$ cat src/rtl/io_responder_if.sv
// io_responder_if: CPU-side I/O bus between the memory/IO splitter (master)
// and the I/O responder (slave). Reads are combinational; writes commit on
// the CPU clock edge.
interface io_responder_if;
    logic        io_read;
    logic        io_write;
    logic [9:0]  addr;
    logic [31:0] wdata;
    logic [31:0] rdata;

    modport master (
        output io_read,
        output io_write,
        output addr,
        output wdata,
        input  rdata
    );

    modport slave (
        input  io_read,
        input  io_write,
        input  addr,
        input  wdata,
        output rdata
    );
endinterface

$ cat src/rtl/io_responder.sv
// io_responder: memory-mapped I/O device on the CPU's I/O path.
// Provides debounced board switches (SW), a 24-bit LED register (LED) and,
// when the macro IO_TIMER_EN is defined, a down-counting timer (TCNT/TCTL).
// Without IO_TIMER_EN no timer flops exist and TCNT/TCTL read 0.
module io_responder #(
    parameter int DEBOUNCE_CYCLES = 20000
) (
    input  logic              clock,
    input  logic              reset,
    io_responder_if.slave     bus,
    input  logic [23:0]       switch_in,
    output logic [23:0]       led_out
);

    typedef enum logic [7:0] {
        REG_SW   = 8'd0,
        REG_LED  = 8'd1,
        REG_TCNT = 8'd2,
        REG_TCTL = 8'd3
    } reg_e;

    localparam int CNT_W = (DEBOUNCE_CYCLES > 1) ? $clog2(DEBOUNCE_CYCLES) : 1;
    localparam logic [CNT_W-1:0] CNT_MAX = CNT_W'(DEBOUNCE_CYCLES - 1);

    // Byte lanes inside a word are not decoded.
    logic [7:0] word;
    logic       addr_unused;
    assign word        = bus.addr[9:2];
    assign addr_unused = ^bus.addr[1:0];

    // ---------------------------------------------------------------
    // Switch path: 2-flop synchroniser + whole-vector debounce
    // ---------------------------------------------------------------
    logic [23:0]      sync1, sync2, sync_prev, sw_deb;
    logic [CNT_W-1:0] deb_cnt, deb_cnt_next;
    logic             sw_changed;

    // Next debounce count: restart on any change, saturate once stable.
    always_comb begin
        // NOTE: every variable gets a default first so no path infers a latch.
        sw_changed   = (sync2 != sync_prev);
        deb_cnt_next = deb_cnt;
        if (sw_changed)
            deb_cnt_next = '0;
        else if (deb_cnt != CNT_MAX)
            deb_cnt_next = deb_cnt + CNT_W'(1);
    end

    // Synchronise, track stability and accept the value once it has held.
    always_ff @(posedge clock or posedge reset) begin
        if (reset) begin
            sync1     <= '0;
            sync2     <= '0;
            sync_prev <= '0;
            deb_cnt   <= '0;
            sw_deb    <= '0;
        end else begin
            // NOTE: non-blocking assignments so each flop samples pre-edge values.
            sync1     <= switch_in;
            sync2     <= sync1;
            sync_prev <= sync2;
            deb_cnt   <= deb_cnt_next;
            if (!sw_changed && deb_cnt_next == CNT_MAX)
                sw_deb <= sync2;
        end
    end

    // ---------------------------------------------------------------
    // LED register
    // ---------------------------------------------------------------
    logic led_wr;
    assign led_wr = bus.io_write && (word == REG_LED);

    // LED register updates on the edge of a write to its offset.
    always_ff @(posedge clock or posedge reset) begin
        if (reset)
            led_out <= '0;
        else if (led_wr)
            led_out <= bus.wdata[23:0];
    end

    // ---------------------------------------------------------------
    // Optional timer
    // ---------------------------------------------------------------
    logic [31:0] tcnt_rd;
    logic [31:0] tctl_rd;

`ifdef IO_TIMER_EN
    logic [31:0] t_count, t_reload;
    logic        t_en, t_auto, t_done;
    logic        tcnt_wr, tctl_wr, t_expire;

    assign tcnt_wr  = bus.io_write && (word == REG_TCNT);
    assign tctl_wr  = bus.io_write && (word == REG_TCTL);
    // The 1->0 step; a CPU load of TCNT in the same cycle pre-empts it.
    assign t_expire = t_en && (t_count == 32'd1) && !tcnt_wr;

    assign tcnt_rd = t_count;
    assign tctl_rd = {29'd0, t_done, t_auto, t_en};

    // Timer count/reload/control; CPU load beats decrement, done-set beats clear.
    always_ff @(posedge clock or posedge reset) begin
        if (reset) begin
            t_count  <= '0;
            t_reload <= '0;
            t_en     <= 1'b0;
            t_auto   <= 1'b0;
            t_done   <= 1'b0;
        end else begin
            if (tcnt_wr) begin
                t_count  <= bus.wdata;
                t_reload <= bus.wdata;
            end else if (t_en && t_count != 32'd0) begin
                if (t_expire)
                    t_count <= t_auto ? t_reload : 32'd0;
                else
                    t_count <= t_count - 32'd1;
            end

            if (tctl_wr) begin
                t_en   <= bus.wdata[0];
                t_auto <= bus.wdata[1];
            end

            if (t_expire)
                t_done <= 1'b1;
            else if (tctl_wr && bus.wdata[2])
                t_done <= 1'b0;
        end
    end
`else
    logic wdata_unused;
    assign wdata_unused = ^bus.wdata[31:24];
    assign tcnt_rd      = '0;
    assign tctl_rd      = '0;
`endif

    // ---------------------------------------------------------------
    // Combinational read mux; zero whenever no read is in progress.
    // ---------------------------------------------------------------
    always_comb begin
        bus.rdata = '0;
        if (bus.io_read) begin
            case (word)
                REG_SW:   bus.rdata = {8'd0, sw_deb};
                REG_LED:  bus.rdata = {8'd0, led_out};
                REG_TCNT: bus.rdata = tcnt_rd;
                REG_TCTL: bus.rdata = tctl_rd;
                default:  bus.rdata = '0;
            endcase
        end
    end

endmodule

$ cat src/flat_wrapper.sv
// flat-port wrapper written by rule: the top's interface ports become plain ports
module io_responder_flat 
#(
    parameter int DEBOUNCE_CYCLES = 20000
)
  (clock, reset, switch_in, led_out, bus_io_read, bus_io_write, bus_addr, bus_wdata, bus_rdata);
  io_responder_if bus_i ();
  input  logic clock;
  input  logic reset;
  input  logic [23:0] switch_in;
  output logic [23:0] led_out;
  input wire logic [$bits(bus_i.io_read)-1:0] bus_io_read;
  input wire logic [$bits(bus_i.io_write)-1:0] bus_io_write;
  input wire logic [$bits(bus_i.addr)-1:0] bus_addr;
  input wire logic [$bits(bus_i.wdata)-1:0] bus_wdata;
  output wire logic [$bits(bus_i.rdata)-1:0] bus_rdata;
  assign bus_i.io_read = bus_io_read;
  assign bus_i.io_write = bus_io_write;
  assign bus_i.addr = bus_addr;
  assign bus_i.wdata = bus_wdata;
  assign bus_rdata = bus_i.rdata;
  io_responder #(.DEBOUNCE_CYCLES(DEBOUNCE_CYCLES)) u_core (.clock(clock), .reset(reset), .bus(bus_i), .switch_in(switch_in), .led_out(led_out));
endmodule
$ cat config.mk
export PLATFORM = sky130hd
export DESIGN_NAME = io_responder_flat
export DESIGN_NICKNAME = d
export VERILOG_FILES = /design/src/rtl/io_responder_if.sv /design/src/rtl/io_responder.sv /design/src/flat_wrapper.sv
export SDC_FILE = /design/constraint.sdc
export NUM_CORES = 1
export LEC_CHECK = 0
export BUFFER_PORTS_ARGS = -buffer_cell sky130_fd_sc_hd__buf_4
export CAP_MARGIN = 10
export CORE_MARGIN = 10
export CORE_UTILIZATION = 53
export DETAILED_ROUTE_END_ITERATION = 7
export PLACE_DENSITY = 0.79
export SETUP_SLACK_MARGIN = 0.15
export SYNTH_ARGS = -nofsm -noshare
export SYNTH_HDL_FRONTEND = slang
export SYNTH_SLANG_ARGS = --single-unit
$ cat constraint.sdc
create_clock -name clock -period 6.6 [get_ports clock]
set_clock_uncertainty 0.2 [all_clocks]
set_input_delay 1.32 -clock clock [delete_from_list [all_inputs] [get_ports clock]]
set_output_delay 1.32 -clock clock [all_outputs]
set_load 0.05 [all_outputs]
# After elaboration in Yosys (flattened, before gate mapping)
# Cells that the tools add are included.
# totals
elab_cells	19
input_bits	70
out_inout_bits	56
register_bits	135
# classes
addsub	1
n_reduce_logical	4
n_mux	4
n_eq_ne	4
# op_table
cell	n
$pmux W24 S2	1
$mux W32	1
$mux W15	2
$ne A24 B24 Y1	1
$add A15 B1 Y15 const B	1
$eq A15 B15 Y1 const B	1
$ne A15 B15 Y1 const B	1
$eq A8 B1 Y1 const B	1
$logic_not A8 Y1	1
$logic_and A1 B1 Y1	2
$logic_not A1 Y1	1

# Depth between registers and ports, before layout
# depth
depth_word	5
mapped_depth	9
depth_no_buf	7

# Worst setup path before layout
# OpenSTA, ideal clock, no wires.
# synth_path
path_kind	input to output
from	in bus_addr[7]
to	out bus_rdata[10]
cell_stages	6
required_ps	5080
arrival_time_ps	3139
path_buffers	2
setup_slack_ps	1941
cell_sequence	nor4_1 > and3_1 > clkbuf_1 > clkbuf_1 > a22oi_1 > nor2b_1
# synth_between
elab_chain_cells	3
word_cells_on_any_way	4
classes_between	1 x eq/ne; 2 x mux; 1 x reduce/logical
# synth_rtl
item	line_no	rtl
start, declared	flat_wrapper.sv:14	input wire logic [$bits(bus_i.addr)-1:0] bus_addr;
$eq A8 B1 Y1 / $logic_not A8 Y1 (equally long branches)	io_responder.sv:144	case (word)
$pmux W24 S2 (*)	io_responder.sv:144	
$mux W32 (*)	io_responder.sv:143	if (bus.io_read) begin
end, declared	flat_wrapper.sv:16	output wire logic [$bits(bus_i.rdata)-1:0] bus_rdata;
# Mark *: on every way between the ends. The rest lies on a longest branch, timed or not.

# Worst setup path in the final report
# layout_path
from	in bus_addr[7]
to	out bus_rdata[8]
# The elaborated chain is that of the path after synthesis.

==> results.json <==
{
  "status": "finished, final reports clean",
  "h-tree-depth": 4,
  "diodes": 0,
  "synth_flop_cell": "dfrtp_1",
  "synth_edf_count": 0,
  "switching_share_pct": 21.44,
  "antenna_left": 0,
  "avgSynthCellArea_sq_um": 14.19,
  "r2r_cells": 7,
  "cts_made_buffers": 17,
  "clk_latency_ps": 510,
  "min_period_over_period_pct": 72.77,
  "yosysSeqAreaShare_pct": 64.35,
  "syn_inst": 370,
  "power_switching_mw": 0.4081,
  "power.leakage_nw": 3.183,
  "overflow": 0,
  "clk_root_buffer_cell": "clkbuf_8",
  "clock_power_share_pct": 47.8,
  "post_cts_buffers": 0,
  "finalMaxSlewViolations": 0,
  "track_usage_pct": 15.78,
  "grt_first_pass_wirelength_um": 18150,
  "synth_async_sr_flop_share_pct": 100.0,
  "powerDensity_nw_per_um2": 284.6,
  "regToRegSetupSlack_ps": 3450,
  "start_util_pct": 53.96,
  "synth_seq_cells": 135,
  "peakVddDrop_mv": 0.1915,
  "critPathKind": "in2out",
  "fin_tns_setup_ps": 0,
  "wl_um": 10650,
  "antenna_found_initial": 0,
  "comb_power_share_pct": 6.1,
  "cp.arrival_ps": 3280,
  "cts_tree": "built",
  "drt-initial-drc-count": 211,
  "crit_required_ps": 5080,
  "max_clock_freq_mhz": 208.2,
  "numClockSinks": 135,
  "grt_max_degree": 77,
  "fp.dieH_um": 119.5,
  "worst_setup_path_start_kind": "input port",
  "cts_hold_buf": 0,
  "boundaryPins": 126,
  "r2r_start": "u_core.sync2[4]",
  "dieArea_sq_um": 14290,
  "r2r-end": "u_core.sw_deb[4]",
  "cts_resized": 0,
  "hpwl_um": 7480,
  "seqPwrFrac_pct": 46.1,
  "post-route-min-period_ps": 4803,
  "relSlewSlack_pct": 27.99,
  "hold_path.class": "reg2reg",
  "layout-drive-gt1-share_pct": 39.15,
  "rsz0062_at_grt": "false",
  "port_buffers": 107,
  "cts.clk_slew.worst_paths_ps": 60,
  "synth_cell_type_count": 37,
  "dr_total_vias": 3180,
  "syn_area_sq_um": 5250,
  "maxCapViolCount": 0,
  "die_w_um": 119.5,
  "layout.nets": 553,
  "cp-startpoint": "bus_addr[7]",
  "placementRows": 36,
  "place_congestion": 0.7478,
  "grt_pass1_vias": 3489,
  "wl_per_cell_um": 17.01,
  "clk_path_buf_depth": 2,
  "crit_path_end_kind": "output pin",
  "worst_slew_pin_slew_ps": 1078,
  "hold_violations": 0,
  "core_area_sq_um": 9729,
  "remaining_drc_errors": 0,
  "viasPerCell": 5.080,
  "fin_ws_ps": 1797,
  "synth_warnings": 0,
  "setup_viol": 0,
  "crit_path_end": "bus_rdata[8]",
  "pre_cts_slack_ps": 1833,
  "drtPass1Iterations": 4,
  "cp_max_fo": 25,
  "p_int_mw": 1.496,
  "syn_to_final_growth_pct": 27.38
}
## routing by layer
layer / wire, um / global-route usage, %
met3: 689 / 5.767
met2: 4855 / 23.49
met5: 0 / 0
met4: 269 / 6.863
met1: 4835 / 20.38
## worst min path at each step
stage	start	to	cells after the start	slack [ps]
after global placement	u_core.sync1[23]	u_core.sync2[23]	0	130
after CTS	u_core.sync1[1]	u_core.sync2[1]	0	150
after detailed placement	u_core.sync1[1]	u_core.sync2[1]	0	130
after global routing	u_core.sync1[11]	u_core.sync2[11]	0	150
after floorplan	u_core.sync1[0]	u_core.sync2[0]	0	130
final	u_core.sync1[1]	u_core.sync2[1]	0	150
## placed cells by master (no fill, tap or decap), drive strengths merged
master,Yosys,final
clkinvlp,0,2
a31o,1,1
nor3,6,6
a2111o,1,1
and3,2,2
or2b,1,1
nand2,8,8
clkinv,0,3
mux2i,2,2
bufinv,0,3
nor2b,24,24
and2b,1,1
nor2,23,23
o31ai,1,1
inv,4,4
nand3,11,11
clkbuf,11,22
or4,1,1
nor4,6,6
buf,12,109
xor2,11,11
or3b,1,1
mux2,48,48
dfrtp,135,135
a21oi,1,1
xnor2,25,25
nand4,6,6
conb,1,8
nand4b,1,1
a22oi,24,24
ha,1,1
a211oi,1,1
## synthesized netlist by cell type, types with 2 or more instances
master | n | area [sq um]
mux2_4 | 20 | 300.3
nor4_1 | 6 | 37.54
and3_1 | 2 | 12.51
mux2i_1 | 2 | 20.02
nand3_1 | 10 | 50.05
nand2_1 | 8 | 30.03
buf_4 | 8 | 60.06
a22oi_1 | 24 | 180.2
xor2_1 | 11 | 96.34
dfrtp_1 | 135 | 3378
xnor2_1 | 25 | 219.0
nand4_1 | 5 | 31.28
nor2_1 | 22 | 82.58
nor2b_1 | 24 | 150.1
inv_1 | 4 | 15.01
clkbuf_1 | 10 | 37.54
buf_12 | 2 | 40.04
mux2_2 | 28 | 315.3
nor3_1 | 6 | 30.03
## critical path: stages
cell and delay (ps):
buf_4 110, nor4_1 310, and3_1 870, a22oi_1 220, nor2b_1 220, buf_4 230
## cells by family (layout without fill, tap and decap cells)
group | Yosys count | in the layout | synth area share [%]
buf+inv | 27 | 143 | 3.289
other cells | 1 | 8 | 0.07143
compound gates | 29 | 29 | 4.194
simple gates | 91 | 91 | 9.748
mux | 50 | 50 | 12.11
flops | 135 | 135 | 64.35
fa+ha+maj | 1 | 1 | 0.2383
xor+xnor | 36 | 36 | 6.006
## layout make-up
type	count	area, sq um
clock buffer	22	452.9
clock inverter	8	123.9
fill	689	3042
inverter	4	20.02
multi-input combinational	215	1728
sequential	135	3378
tap	133	166.4
timing repair buffer	109	818.3
## metrics by stage
step	util, %	cells	power [mW]	hold WS, ps	area (sq um)
finish	68.74	626	1.904	145.2	6688
global route	68.74	626	1.971	149.8	6688
CTS	68.74	626	1.924	146.7	6688
detailed placement	62.81	596	1.009	134.7	6111
global placement	62.81	596	1.006	134.5	6111
floorplan	-	377	0.9591	131.2	5276
## power by group through the flow
stage	registers [mW]	clock network (mW)	logic (mW)
finish	0.877	0.911	0.116
global route	0.880	0.965	0.126
CTS	0.877	0.929	0.119
detailed placement	0.891	0	0.118
global placement	0.890	0	0.116
floorplan	0.911	0	0.0480
## registers in the layout, summed over array words and instances (netlist names)
name	count
u_core.sync_prev	24
u_core.sync1	24
u_core.sync2	24
u_core.deb_cnt	15
u_core.sw_deb	24
u_core.led_out	24
Note: power is estimated with default switching activity, not from simulation.
